==> config.mk <==
export PLATFORM = sky130hd
export DESIGN_NAME = touch_pulse_gen
export DESIGN_NICKNAME = d
export VERILOG_FILES = /design/src/rtl/touch_pulse_gen.sv
export SDC_FILE = /design/constraint.sdc
export NUM_CORES = 1
export LEC_CHECK = 0
export ABC_AREA = 1
export ABC_CLOCK_PERIOD_IN_PS = 2000
export BUFFER_PORTS_ARGS = -buffer_cell sky130_fd_sc_hd__buf_2
export CORE_MARGIN = 2
export CORE_UTILIZATION = 45
export CTS_CLUSTER_DIAMETER = 100
export CTS_CLUSTER_SIZE = 28
export DETAILED_ROUTE_END_ITERATION = 7
export GPL_TIMING_DRIVEN = 0
export PLACE_DENSITY = 0.76
export SLEW_MARGIN = 30
export SYNTH_ARGS = -nofsm -noshare
export SYNTH_HDL_FRONTEND = slang
export SYNTH_SLANG_ARGS = --single-unit
export TNS_END_PERCENT = 1
==> constraint.sdc <==
create_clock -name sys_clk -period 2 [get_ports sys_clk]
set_input_delay 0.2 -clock sys_clk [delete_from_list [all_inputs] [get_ports sys_clk]]
set_output_delay 0.2 -clock sys_clk [all_outputs]
set_load 0.05 [all_outputs]
==> src/rtl/touch_pulse_gen.sv <==
// Synthesises an active-low touch waveform (press bounce, hold, release bounce, gap) on one pin.
// state | meaning: IDLE wait start | B_IN press bounce | HOLD active | B_OUT release bounce | GAP idle gap
module touch_pulse_gen #(
  parameter int CNT_W        = 16,
  parameter int BOUNCE_EDGES = 2,
  parameter int BOUNCE_TICKS = 3,
  parameter bit IDLE_LEVEL   = 1'b1
) (
  input  logic             sys_clk,
  input  logic             sys_rst,
  input  logic             start,
  input  logic             abort,
  input  logic [CNT_W-1:0] hold_len,
  input  logic [CNT_W-1:0] gap_len,
  output logic             touch_out,
  output logic             busy,
  output logic             done,
  output logic [7:0]       press_cnt
);

  localparam bit HAS_BOUNCE = (BOUNCE_EDGES > 0);
  localparam int PH_W       = HAS_BOUNCE ? $clog2(2 * BOUNCE_EDGES) : 1;
  localparam int LAST_PH    = HAS_BOUNCE ? 2 * BOUNCE_EDGES - 1 : 0;
  localparam logic [PH_W-1:0]  LAST_PH_V = PH_W'(LAST_PH);
  localparam logic [CNT_W-1:0] BT_V      = CNT_W'(BOUNCE_TICKS);
  localparam logic [CNT_W-1:0] ONE_V     = CNT_W'(1);

  typedef enum logic [2:0] {S_IDLE, S_B_IN, S_HOLD, S_B_OUT, S_GAP} state_t;

  state_t           state_q, state_d;
  logic [CNT_W-1:0] cnt_q, cnt_d;
  logic [CNT_W-1:0] hold_q, hold_d;
  logic [CNT_W-1:0] gap_q, gap_d;
  logic [PH_W-1:0]  phase_q, phase_d;
  logic             touch_q, touch_d;
  logic             busy_q, busy_d;
  logic             done_q, done_d;
  logic [7:0]       press_q, press_d;
  logic             active_d;

  always_comb begin
    state_d = state_q;
    cnt_d   = cnt_q;
    hold_d  = hold_q;
    gap_d   = gap_q;
    phase_d = phase_q;
    done_d  = 1'b0;
    case (state_q)
      S_IDLE: begin
        if (start) begin
          hold_d  = (hold_len == '0) ? ONE_V : hold_len;
          gap_d   = gap_len;
          phase_d = '0;
          if (HAS_BOUNCE) begin
            state_d = S_B_IN;
            cnt_d   = BT_V;
          end else begin
            state_d = S_HOLD;
            cnt_d   = hold_d;
          end
        end
      end
      S_B_IN: begin
        if (cnt_q == ONE_V) begin
          if (phase_q == LAST_PH_V) begin
            state_d = S_HOLD;
            cnt_d   = hold_q;
          end else begin
            phase_d = phase_q + PH_W'(1);
            cnt_d   = BT_V;
          end
        end else begin
          cnt_d = cnt_q - ONE_V;
        end
      end
      S_HOLD: begin
        if (cnt_q == ONE_V) begin
          if (HAS_BOUNCE) begin
            state_d = S_B_OUT;
            phase_d = '0;
            cnt_d   = BT_V;
          end else if (gap_q != '0) begin
            state_d = S_GAP;
            cnt_d   = gap_q;
          end else begin
            state_d = S_IDLE;
            done_d  = 1'b1;
          end
        end else begin
          cnt_d = cnt_q - ONE_V;
        end
      end
      S_B_OUT: begin
        if (cnt_q == ONE_V) begin
          if (phase_q != LAST_PH_V) begin
            phase_d = phase_q + PH_W'(1);
            cnt_d   = BT_V;
          end else if (gap_q != '0) begin
            state_d = S_GAP;
            cnt_d   = gap_q;
          end else begin
            state_d = S_IDLE;
            done_d  = 1'b1;
          end
        end else begin
          cnt_d = cnt_q - ONE_V;
        end
      end
      S_GAP: begin
        if (cnt_q == ONE_V) begin
          state_d = S_IDLE;
          done_d  = 1'b1;
        end else begin
          cnt_d = cnt_q - ONE_V;
        end
      end
      default: state_d = S_IDLE;
    endcase

    // abort overrides any advance but never applies in IDLE, so start keeps priority there
    if (abort && (state_q != S_IDLE)) begin
      state_d = S_IDLE;
      done_d  = 1'b0;
    end

    active_d = (state_d == S_HOLD) ||
               ((state_d == S_B_IN) && !phase_d[0]) ||
               ((state_d == S_B_OUT) && phase_d[0]);
    touch_d  = active_d ? ~IDLE_LEVEL : IDLE_LEVEL;
    busy_d   = (state_d != S_IDLE);
    press_d  = press_q;
    if ((state_d == S_HOLD) && (state_q != S_HOLD)) press_d = press_q + 8'd1;
  end

  always_ff @(posedge sys_clk or posedge sys_rst) begin
    if (sys_rst) begin
      state_q <= S_IDLE;
      cnt_q   <= '0;
      hold_q  <= '0;
      gap_q   <= '0;
      phase_q <= '0;
      touch_q <= IDLE_LEVEL;
      busy_q  <= 1'b0;
      done_q  <= 1'b0;
      press_q <= 8'd0;
    end else begin
      state_q <= state_d;
      cnt_q   <= cnt_d;
      hold_q  <= hold_d;
      gap_q   <= gap_d;
      phase_q <= phase_d;
      touch_q <= touch_d;
      busy_q  <= busy_d;
      done_q  <= done_d;
      press_q <= press_d;
    end
  end

  assign touch_out = touch_q;
  assign busy      = busy_q;
  assign done      = done_q;
  assign press_cnt = press_q;

endmodule

==> impl_results.md, run 1 <==
- Vias in the first global route: around 3400
- Yosys cell types: 39
- Final ANT Viol Nets: 0
- Via density: 5.16
- Die Span X: between 90 and 100 microns
- Hold Fails Final Rpt: 0
- Worst-Skew Late Latency: 0.35 ns
- Routed vias: roughly 3600
- DIE HEIGHT: 96.1 microns
- Final setup vio count: 0
- CP peak stage delay: 0.40 ns
- Layout Nets: 624
- Layout area overhead: 16.5%
- Worst EP required: 2.23 ns
- WL per Instance: 13.7 microns
- Most common cell after layout, fill and taps aside: nand2_1
- Hpwl dp: about 7000 microns
- Max VDD drop: 0.641 mV
- Top delay family on crit path: simple AND/OR/NAND/NOR gates
- Grt ovf: 0
- H-tree levels: 3
- Number of fill cells in the layout: between 700 and 800
- Drt first pass iters: 5
- RSZ-0062 raised after global routing: true
- Number of synthesized flops with an enable pin: 0
- Largest net degree at the start of global routing: 50
- Worst setup margin: 0.110 ns
- Clock Sinks: 64
- CP max-delay cell: dfrtp_1
- Worst-path fanout max: 10
- CP most frequent cell: nand2_1
- Worst-margin pin slew: about 0.50 ns
- Fin util: 0.541
- Worst setup EP type: flop
- Post-Syn Nets: 565
- Leakage power: 2.41 nW
- Ports: 47
- Total die area: a little over 0.009 sq mm
- CP Buf/Inv Count: 2
- Pins Over Slew Limit: 0
- Post-CTS setup buffers: 0
- Most frequent cells in the layout: nand2_1 (219), dfrtp_1 (62), buf_2 (52), nand3_1 (48), nor2_1 (38)
- CP startpoint kind: flop
- Cells after synthesis: 524
- Hold Crit Class: in -> reg
- Register area: 0.00160 sq mm
- Seq cells post-synth: 64
- Ys Warns: 0
- TritonCTS Buffers: 9
- Drt total wl: about 9500 microns
- Period utilization: 0.945
- Setup WS pre-CTS: 0.0906 ns
- Status: completed
- Most used DFF post-synth: dfrtp_1
- Total GRT Usage: 0.227
- Initial antenna violation count: 0
- Clock buffer depth: 2
- # rows: 33
- Maximum clock frequency: 529 MHz
- First-pass GRT wire length: roughly 16000 microns
- Crit-path cells: inv_2 -> ha_2 -> nand2_1 -> nor2_4 -> nand2_4 -> nand2_1 -> nand2_1 -> buf_4 -> nand3_1 -> nand3_1 -> nand2_1 -> o21ai_1
- Post-Synthesis Cell Area: 0.00381 sq mm
- Clk pin slew, worst setup/hold paths: ~0.080 ns
- Critical Path AT: 2.12 ns
- Skew final: about 0.013 ns
- WS Path Type: reg -> reg
- Max_cap viols: 0
- Detailed Route Iter0 Violations: 387
- Avg Cell Area, Syn: 7.28 sq um
- FFs w/ async S/R, synth: 1.00
- CORE AREA: 0.00822 sq mm
- Pwr dens: 1480 mW/mm^2
- Root Buffer Master: clkbuf_8
- Routability cong.: 0.902
- IO buf count: 46
- Worst relative slew slack: 0.664
- CTS tree: built
- Area of the multi-input gates: between 0.0015 and 0.002 sq mm
- Share of layout cells above drive strength 1: 0.218
- Fin crit period: 1.89 ns
- Initial cell density of the core: 0.464
- Antenna Cells: 0
- DR DRC count: 0
- Post-synthesis sequential area ratio: 0.420
## layer usage
metal,vias to the layer above,global-route usage,wire [microns]
met2,97,0.359,4520
met5,-,0,0
li1,1782,-,-
met1,1672,0.309,4250
met4,0,0.0893,231
met3,22,0.0392,503
## cells in the mapped netlist, types with 6 or more instances
| cell | number | area (sq um) |
|---|---|---|
| nand2_1 | 219 | 822 |
| dfrtp_1 | 63 | 1580 |
| nand3_1 | 48 | 240 |
| nor2_1 | 41 | 154 |
| inv_1 | 35 | 131 |
| o21ai_0 | 13 | 65.1 |
| inv_2 | 11 | 41.3 |
| nor2_2 | 9 | 56.3 |
| buf_2 | 7 | 35.0 |
| xor2_1 | 7 | 61.3 |
| a21oi_1 | 6 | 30.0 |
| o21ai_1 | 6 | 30.0 |
| o21ai_2 | 6 | 52.6 |
## power by group
group	total (mW)	switching (mW)	internal, mW
registers	2.27	0.465	1.80
logic	3.11	2.09	1.02
clock network	1.18	0.528	0.647
## state kept, by name, summed over array words and instances (netlist names)
| signal | flops |
|---|---|
| phase_q | 2 |
| gap_q | 16 |
| touch_out | 1 |
| done | 1 |
| state_q | 3 |
| cnt_q | 16 |
| hold_q | 16 |
| press_cnt | 8 |
| busy | 1 |
## final cells by class
| class | instances | area share |
|---|---|---|
| Multi-Input combinational cell | 403 | 0.445 |
| Timing Repair Buffer | 48 | 0.0603 |
| Clock buffer | 12 | 0.0349 |
| Inverter | 47 | 0.0408 |
| Clock inverter | 4 | 0.0118 |
| Sequential cell | 64 | 0.361 |
| Buffer | 10 | 0.0161 |
| Tap cell | 105 | 0.0296 |
## cell families (layout without fill, tap and decap cells)
| kind of cell | count (synthesis) | in the layout | synth area share |
|---|---|---|---|
| buffers and inverters | 57 | 121 | 0.0650 |
| flip-flops | 64 | 64 | 0.420 |
| XOR/XNOR | 10 | 10 | 0.0230 |
| AO/OA/AOI/OAI | 39 | 39 | 0.0630 |
| AND/OR/NAND/NOR | 349 | 349 | 0.412 |
| adder cells (fa/ha/maj) | 5 | 5 | 0.0164 |
## tightest hold or removal path, stage by stage
cell     delay (ns)
buf_2          0.07
nand2_1        0.04
nand2_1        0.05
## per-stage QoR
| stage | instances | hold slack [ns] | cell area (sq um) | power [mW] | TNS, ns |
|---|---|---|---|---|---|
| 3_5_place_dp | 676 | 0.144 | 4210 | 5.30 | 0 |
| 5_1_grt | 693 | 0.0480 | 4440 | 7.10 | -0.000893 |
| 2_1_floorplan | 524 | 0.310 | 3810 | 4.55 | 0 |
| 3_3_place_gp | 675 | 0.393 | 4180 | 5.20 | -38.16 |
| 6_report | 693 | 0.0391 | 4440 | 6.55 | 0 |
| 4_1_cts | 693 | 0.0297 | 4420 | 6.51 | 0 |
## final timing paths
| kind | startpoint | to | slack (ns) | cells past startpoint |
|---|---|---|---|---|
| worst max-delay path | cnt_q[1] | cnt_q[14] | 0.11 | 12 |
| worst min-delay path | gap_len[12] | gap_q[12] | 0.04 | 3 |
| max in group asynchronous | sys_rst | touch_out | 1.12 | 4 |
| worst max register to register | cnt_q[1] | cnt_q[14] | 0.11 | 12 |
| worst min register to register | hold_q[3] | hold_q[3] | 0.48 | 2 |
| min in group asynchronous | sys_rst | gap_q[0] | 0.32 | 3 |
## timing repair
action	in CTS	in global routing
endpoints found under the setup margin	0	18
hold endpoints to repair	15	0
resized for setup	0	9
hold buffers	1	0
Note: power is estimated with default switching activity, not from simulation.
==> inputs of run 2 (changes only) <==
Settings changed: ABC_CLOCK_PERIOD_IN_PS 2000 to 1900, CORE_UTILIZATION 45 to 58, PLACE_DENSITY 0.76 to 0.92.
Clock period 2 ns to 1.9 ns, I/O delays scaled along.
==> run 2 against run 1 <==
  * Final cell count shrank 3.3%
  * Final area grew 2.4%
  * Power grew 11%
  * Flip-flop and latch count is the same
  * Die area shrank 22%
  * Sequential share of layout area shrank 0.76 points
  * Routed wire length grew 11%
  * Global-route usage grew 7.4 points
  * Critical path type unchanged
  * Largest power group unchanged
  * Highest routed layer unchanged
==> impl_results.md, run 2 (synthesis gave the netlist of run 1 again) <==
- Hold path start: gap_len[11]
- Worst Hold Path EP: gap_q[11]
- Layout Nets: 629 (+0.80%)
- Antenna Cells: 0 (unchanged)
- Maximum clock frequency: 541 MHz (+2.2%)
- Detailed Route Iter0 Violations: 494 (+28%)
- Registers with the most flip-flops: cnt_q x16, gap_q x16, hold_q x16
- Final ANT Viol Nets: 0 (unchanged)
- DR DRC count: 0 (unchanged)
- Clk pin slew, worst setup/hold paths: 0.08 ns (about the same)
- WL per Instance: 15.7 microns (+15%)
- P_sw: 3.49 mW (+13%)
- Hpwl dp: 7380 microns (+3.0%)
- Crit-path cells: nor2_4 -> nand2_2 -> nor2_8 -> nand3b_2 -> nor2_4 -> buf_6 -> nand2_1 -> o21ai_1 -> nand2_1 -> nand3_1
- Share of layout cells above drive strength 1: 0.248 (+0.0302)
- Hold slack: 0.0315 ns (-0.00764 ns)
- Fin crit period: 1.85 ns (-0.0414 ns)
- RSZ-0062 raised after global routing: true
- Worst-Skew Late Latency: 0.35 ns (about the same)
- Most common cell after layout, fill and taps aside: nand2_1
- Worst EP required: 2.17 ns (-0.06 ns)
- Via density: 5.73 (+11%)
- Worst setup EP type: flop
- R2R Setup Slk: 0.05 ns (-0.06 ns)
- Final setup vio count: 0 (unchanged)
- Worst-path fanout max: 10 (unchanged)
- WS Path Type: reg -> reg
- Setup WS pre-CTS: -0.0231 ns (-0.114 ns)
- Routability cong.: 0.923 (+2.3%)
- Initial cell density of the core: 0.601 (+0.136)
- Largest net degree at the start of global routing: 38 (-24%)
- Total die area: 0.00724 sq mm (-22%)
- Drt total wl: 10500 microns (+11%)
- Routed vias: 3842 (+7.5%)
- Grt ovf: 0 (unchanged)
- Clock Sinks: 64 (unchanged)
- Max_cap viols: 0 (unchanged)
- First-pass GRT wire length: 17100 microns (+6.7%)
- CORE AREA: 0.00635 sq mm (-23%)
- Leakage power: 2.45 nW (+1.8%)
- Die Span X: 85.1 microns (-11%)
- CP startpoint kind: flop
- Clock buffer depth: 2 (unchanged)
- Reg power frac: 0.334 (-0.012)
- Worst setup margin: 0.0516 ns (-0.0586 ns)
- Critical Path AT: 2.12 ns (about the same)
- Worst R2R End: busy
- Worst relative slew slack: 0.672 (+0.00729)
- Root Buffer Master: clkbuf_8
- Max VDD drop: 0.978 mV (+53%)
- CP peak stage delay: 0.45 ns (+0.05 ns)
- Pins Over Slew Limit: 0 (unchanged)
- # rows: 29 (-12%)
- Vias in the first global route: 3701 (+7.6%)
- Initial antenna violation count: 0 (unchanged)
- Pwr Total: 7.29 mW (+11%)
- Hold Fails Final Rpt: 0 (unchanged)
- CP max-delay cell: dfrtp_2
- Reg-to-reg startpoint: cnt_q[6]
- CTS tree: built
- Hold path cells: 3 (unchanged)
- Number of fill cells in the layout: 462 (-41%)
- Final TNS setup: 0 ns (unchanged)
- Ports: 47 (unchanged)
- Worst R2R Path Depth: 10 (-2)
- Logic pwr share: 0.498 (+0.023)
- Sw Share: 0.479 (+0.00854)
- Most frequent cells in the layout: nand2_1 (213), dfrtp_1 (59), buf_2 (52), nand3_1 (43), nor2_1 (38)
- Total GRT Usage: 0.301 (+0.0739)
- Crit path launch: cnt_q[6]
- DIE HEIGHT: 85.1 microns (-11%)
- Layout area overhead: 19.3%
- Period utilization: 0.973 (+0.0279)
- Internal Power: 3.80 mW (+9.4%)
- Pwr dens: 1600 mW/mm^2 (+8.6%)
- Worst-margin pin slew: 0.488 ns (-0.0108 ns)
- IO buf count: 46 (unchanged)
- Clock share of power: 0.168 (-0.011)
- Drt first pass iters: 5 (unchanged)
- Status: completed
- Skew final: 0.0133 ns (+0.000575 ns)
- TritonCTS Buffers: 9 (unchanged)
- H-tree levels: 3 (unchanged)
- Hold Crit Class: in -> reg
[run 2: changes by cell type in the layout (fill, tap and decap cells not counted), moves of 2 or more]
cell      change
nand3_1       -5
nand2_1       -6
buf_8         +2
dfrtp_2       +3
buf_4         +3
nand2_2       +4
dfrtp_1       -3
nand2_4       +2
clkinv_4      -2
nand3_2       +5
nor2_2        -3
nor2_4        +3
[run 2: how the worst max path moves through the flow]
stage / cells after the start / slack (ns) / endpoint
after detailed placement: 12 / -0.02 / cnt_q[11]
final: 10 / 0.05 / busy
after global placement: 2 / -0.66 / hold_q[7]
after floorplan: 1 / 0.11 / busy
after global routing: 11 / -0.07 / touch_out
after CTS: 12 / 0.02 / cnt_q[11]
[run 2: layout make-up]
class,instances,area (sq um),share of cell area
multi-input cells,403,2060,0.452
flip-flops and latches,64,1610,0.354
plain buffers,10,82.6,0.0182
clock inverters,3,42.5,0.00935
well taps,77,96.3,0.0212
repair buffers,53,315,0.0693
inverters,47,189,0.0415
clock buffers,13,159,0.0349
[run 2: what timing repair did]
action                                 CTS  global route
setup endpoints to repair               13            26
cloned                                   0             1
buffers inserted                         0             4
pin swaps                                1             5
hold buffers                             1             0
endpoints found under the hold margin   26             0
gates resized for setup                  4            32
[run 2: through the flow]
stage	cell area, sq um	util	instances
3_5_place_dp	4160	0.656	648
6_report	4550	0.716	670
5_1_grt	4550	0.716	670
2_1_floorplan	3810	-	524
4_1_cts	4380	0.690	665
3_3_place_gp	4140	0.652	647
[run 2: power groups by stage]
stage / Combinational (mW) / Sequential (mW) / Clock (mW)
6_report: 3.63 / 2.43 / 1.23
4_1_cts: 3.28 / 2.38 / 1.22
3_5_place_dp: 3.22 / 2.39 / 0
5_1_grt: 4.00 / 2.47 / 1.29
2_1_floorplan: 2.39 / 2.40 / 0
3_3_place_gp: 3.08 / 2.36 / 0
[run 2: per-layer routing]
metal,vias to the layer above,routed length (microns),global-route usage
li1,1799,-,-
met1,1819,4390,0.403
met2,197,5070,0.484
met3,27,800,0.0554
met4,0,275,0.123
met5,-,0,0
[run 2: worst max-delay path, delay by kind of cell (launching register included)]
| family | cells | cell delay (ns) |
|---|---|---|
| buf+inv | 1 | 0.15 |
| simple gates | 8 | 1.05 |
| flops | 1 | 0.45 |
| compound gates | 1 | 0.11 |
==> inputs of run 3 (changes only) <==
Settings changed: ABC_AREA 1 to default, ABC_CLOCK_PERIOD_IN_PS 1900 to 1800, CORE_UTILIZATION 58 to 57, PLACE_DENSITY 0.92 to 0.91, SKIP_LAST_GASP from default to 1.
Clock period 1.9 ns to 1.8 ns, I/O delays scaled along.
==> run 3 against run 2 <==
  * The run now ends with setup timing left
  * Worst hold slack improved by 0.022 ns
  * Critical path type unchanged
  * Final area fell by 3.9%
  * Critical endpoint is now press_cnt[0]
  * Clock power rose by 20%
==> impl_results.md, run 3 <==
- Status: finished, violations left
- Violated checks: setup timing
- Largest net degree at the start of global routing: 34 (-11%)
- Post-synthesis sequential area ratio: 0.467 (+0.0464)
- Skew final: 0.0118 ns (-0.00145 ns)
- WS Path Type: reg -> reg
- Via density: 7.11 (+24%)
- Top-count cell post-synth: dfrtp_1
- Fin crit period: 2.45 ns (+0.600 ns)
- Top post-synthesis cells by count: dfrtp_1 (63), mux2_2 (32), a21oi_1 (26), nor2_1 (26), o21ai_0 (25)
- DIE HEIGHT: 81.6 microns (-4.1%)
- Post-Syn Nets: 369 (-35%)
- Worst-Skew Late Latency: 0.36 ns (about the same)
- Most common cell after layout, fill and taps aside: dfrtp_1
- Pwr dens: 1570 mW/mm^2 (-1.8%)
- Maximum clock frequency: 408 MHz (-24%)
- Avg Cell Area, Syn: 10.5 sq um (+44%)
- Synth area leader: dfrtp_1
- First-pass GRT wire length: 16200 microns (-5.2%)
- IO buf count: 46 (unchanged)
- Die Span X: 81.6 microns (-4.1%)
- Worst Hold Path EP: gap_q[1]
- Seq cells post-synth: 64 (unchanged)
- Leakage power: 1.86 nW (-24%)
- CP Buf/Inv Count: 3 (+2)
- Clock buffer depth: 2 (unchanged)
- Final setup vio count: 61 (+61)
- Routed vias: 3435 (-11%)
- Registers with the most flip-flops: cnt_q x16, gap_q x16, hold_q x16
- Hold Crit Class: in -> reg
- Hpwl dp: 6520 microns (-12%)
- CP peak stage delay: 0.42 ns (-0.03 ns)
- Share of the synthesized area in the top cell type: 0.459 (+0.0456)
- WL per Instance: 24.8 microns (+58%)
- CORE AREA: 0.00589 sq mm (-7.3%)
- Period utilization: 1.36 (+0.387)
- Drt total wl: 12000 microns (+14%)
- Detailed Route Iter0 Violations: 464 (-6.1%)
- H-tree levels: 3 (unchanged)
- Most frequent cells in the layout: dfrtp_1 (59), buf_2 (49), mux2_2 (32), o21ai_0 (24), a21oi_1 (22)
- Most used DFF post-synth: dfrtp_1
- Root Buffer Master: clkbuf_8
- Placed cell area: 0.00381 sq mm (-8.5%)
- Ys Warns: 0 (unchanged)
- Worst relative slew slack: 0.494 (-0.178)
- CTS tree: built
- Worst setup margin: -0.648 ns (-0.700 ns)
- Initial cell density of the core: 0.584 (-0.0170)
- FFs w/ async S/R, synth: 1.00 (unchanged)
- Routability cong.: 0.921 (-0.21%)
- Synth top area cells: dfrtp_1 (46%), mux2_2 (10%), mux2i_1 (4.4%), a21oi_1 (3.8%), o21ai_0 (3.6%)
- Crit-path cells: inv_2 -> ha_4 -> nor4b_4 -> nand4_1 -> clkbuf_8 -> nor3_4 -> buf_4 -> xor2_1
- Ports: 47 (unchanged)
- Hold path start: gap_len[1]
- Worst-path fanout max: 5 (-5)
- TritonCTS Buffers: 9 (unchanged)
- Clk pin slew, worst setup/hold paths: 0.09 ns (about the same)
- Hold path cells: 2 (-1)
- Finished Cell Area: 0.00437 sq mm (-3.9%)
- Total die area: 0.00666 sq mm (-8.0%)
- Grt ovf: 0 (unchanged)
- CP startpoint kind: flop
- Max_cap viols: 0 (unchanged)
- DR DRC count: 0 (unchanged)
- Number of synthesized flops with an enable pin: 0 (unchanged)
- Worst R2R End: press_cnt[0]
- Post-Synthesis Cell Area: 0.00343 sq mm (-9.9%)
- Worst R2R Path Depth: 8 (-2)
- Initial antenna violation count: 1 (+1)
- Drt first pass iters: 5 (unchanged)
- Final ANT Viol Nets: 0 (unchanged)
- R2R Setup Slk: -0.65 ns (-0.70 ns)
- Hold Fails Final Rpt: 0 (unchanged)
- Worst EP required: 2.02 ns (-0.15 ns)
- Critical Path AT: 2.67 ns (+0.55 ns)
- Cells after synthesis: 328 (-37%)
- CP max-delay cell: dfrtp_1
- # rows: 28 (-3.4%)
- Hold slack: 0.0533 ns (+0.0219 ns)
- Share of layout cells above drive strength 1: 0.425 (+0.177)
- RSZ-0062 raised after global routing: true
- Clock Sinks: 64 (unchanged)
- Worst-margin pin slew: 0.759 ns (+0.271 ns)
- Layout Nets: 443 (-30%)
- Reg-to-reg startpoint: cnt_q[1]
- Vias in the first global route: 3157 (-15%)
- Worst setup EP type: flop
- Yosys cell types: 61 (+56%)
- Top delay family on crit path: simple AND/OR/NAND/NOR gates
- Pins Over Slew Limit: 0 (unchanged)
- Layout area overhead: 27.2%
- Total GRT Usage: 0.333 (+0.0318)
- Max VDD drop: 0.972 mV (-0.67%)
[run 3: cell count changes in the layout (fill, tap and decap cells not counted), sizes merged, moves of 15 or more]
cell / previous run / this run
a21oi: 7 / 26
inv: 47 / 10
mux2: 0 / 32
mux2i: 0 / 15
nand2: 226 / 15
nand3: 49 / 5
nor2: 56 / 26
[run 3: worst max path at each step]
stage / start / end / slack, ns / depth (start not counted)
2_1_floorplan: cnt_q[1] / busy / -0.17 / 9
3_3_place_gp: sys_rst / cnt_q[0] / -0.84 / 2
3_5_place_dp: gap_q[15] / cnt_q[4] / -0.63 / 7
4_1_cts: cnt_q[4] / press_cnt[4] / -0.34 / 6
5_1_grt: cnt_q[1] / press_cnt[0] / -0.63 / 8
6_report: cnt_q[1] / press_cnt[0] / -0.65 / 8
[run 3: final cells by class]
class | count | area (sq um)
diodes | 1 | 2.50
multi-input cells | 243 | 1910
clock inverters | 7 | 103
plain buffers | 13 | 101
fillers | 323 | 1520
repair buffers | 64 | 398
inverters | 7 | 28.8
well taps | 75 | 93.8
clock buffers | 9 | 124
flip-flops and latches | 64 | 1610
[run 3: where the power goes]
part | leakage (nW) | internal, mW | switching, mW
logic | 0.952 | 1.42 | 1.67
clock network | 0.111 | 0.797 | 0.672
registers | 0.796 | 1.81 | 0.517
total | 1.86 | 4.03 | 2.86
[run 3: cell families after synthesis]
family | after synthesis | synth area share
multiplexers | 47 | 0.149
XOR/XNOR | 7 | 0.0179
adder cells (fa/ha/maj) | 5 | 0.0182
AO/OA/AOI/OAI | 85 | 0.148
buffers and inverters | 21 | 0.0281
AND/OR/NAND/NOR | 99 | 0.173
flip-flops | 64 | 0.467
[run 3: timing repair]
action	4_1_cts	5_1_grt
hold endpoints to repair	30	0
gates resized for setup	19	33
pin swaps	6	15
endpoints found under the setup margin	58	64
setup buffers	11	4
hold buffers	1	0
gates cloned	0	1
[run 3: metrics by stage]
step | power, mW | utilization | TNS (ns) | setup slack (ns) | std cells
6_report | 6.88 | 0.743 | -19.01 | -0.648 | 483
5_1_grt | 7.13 | 0.743 | -22.52 | -0.631 | 483
4_1_cts | 6.26 | 0.714 | -14.80 | -0.339 | 478
3_5_place_dp | 4.51 | 0.647 | -23.07 | -0.628 | 450
3_3_place_gp | 4.40 | 0.643 | -60.74 | -0.836 | 449
2_1_floorplan | 3.90 | - | -2.78 | -0.172 | 328
[run 3: routing by layer]
layer / vias to the layer above / wire length, microns / GRT usage
met1: 1612 / 4090 / 0.424
met5: - / 0 / 0
met2: 354 / 5730 / 0.527
met4: 0 / 902 / 0.187
met3: 101 / 1270 / 0.0725
li1: 1368 / - / -
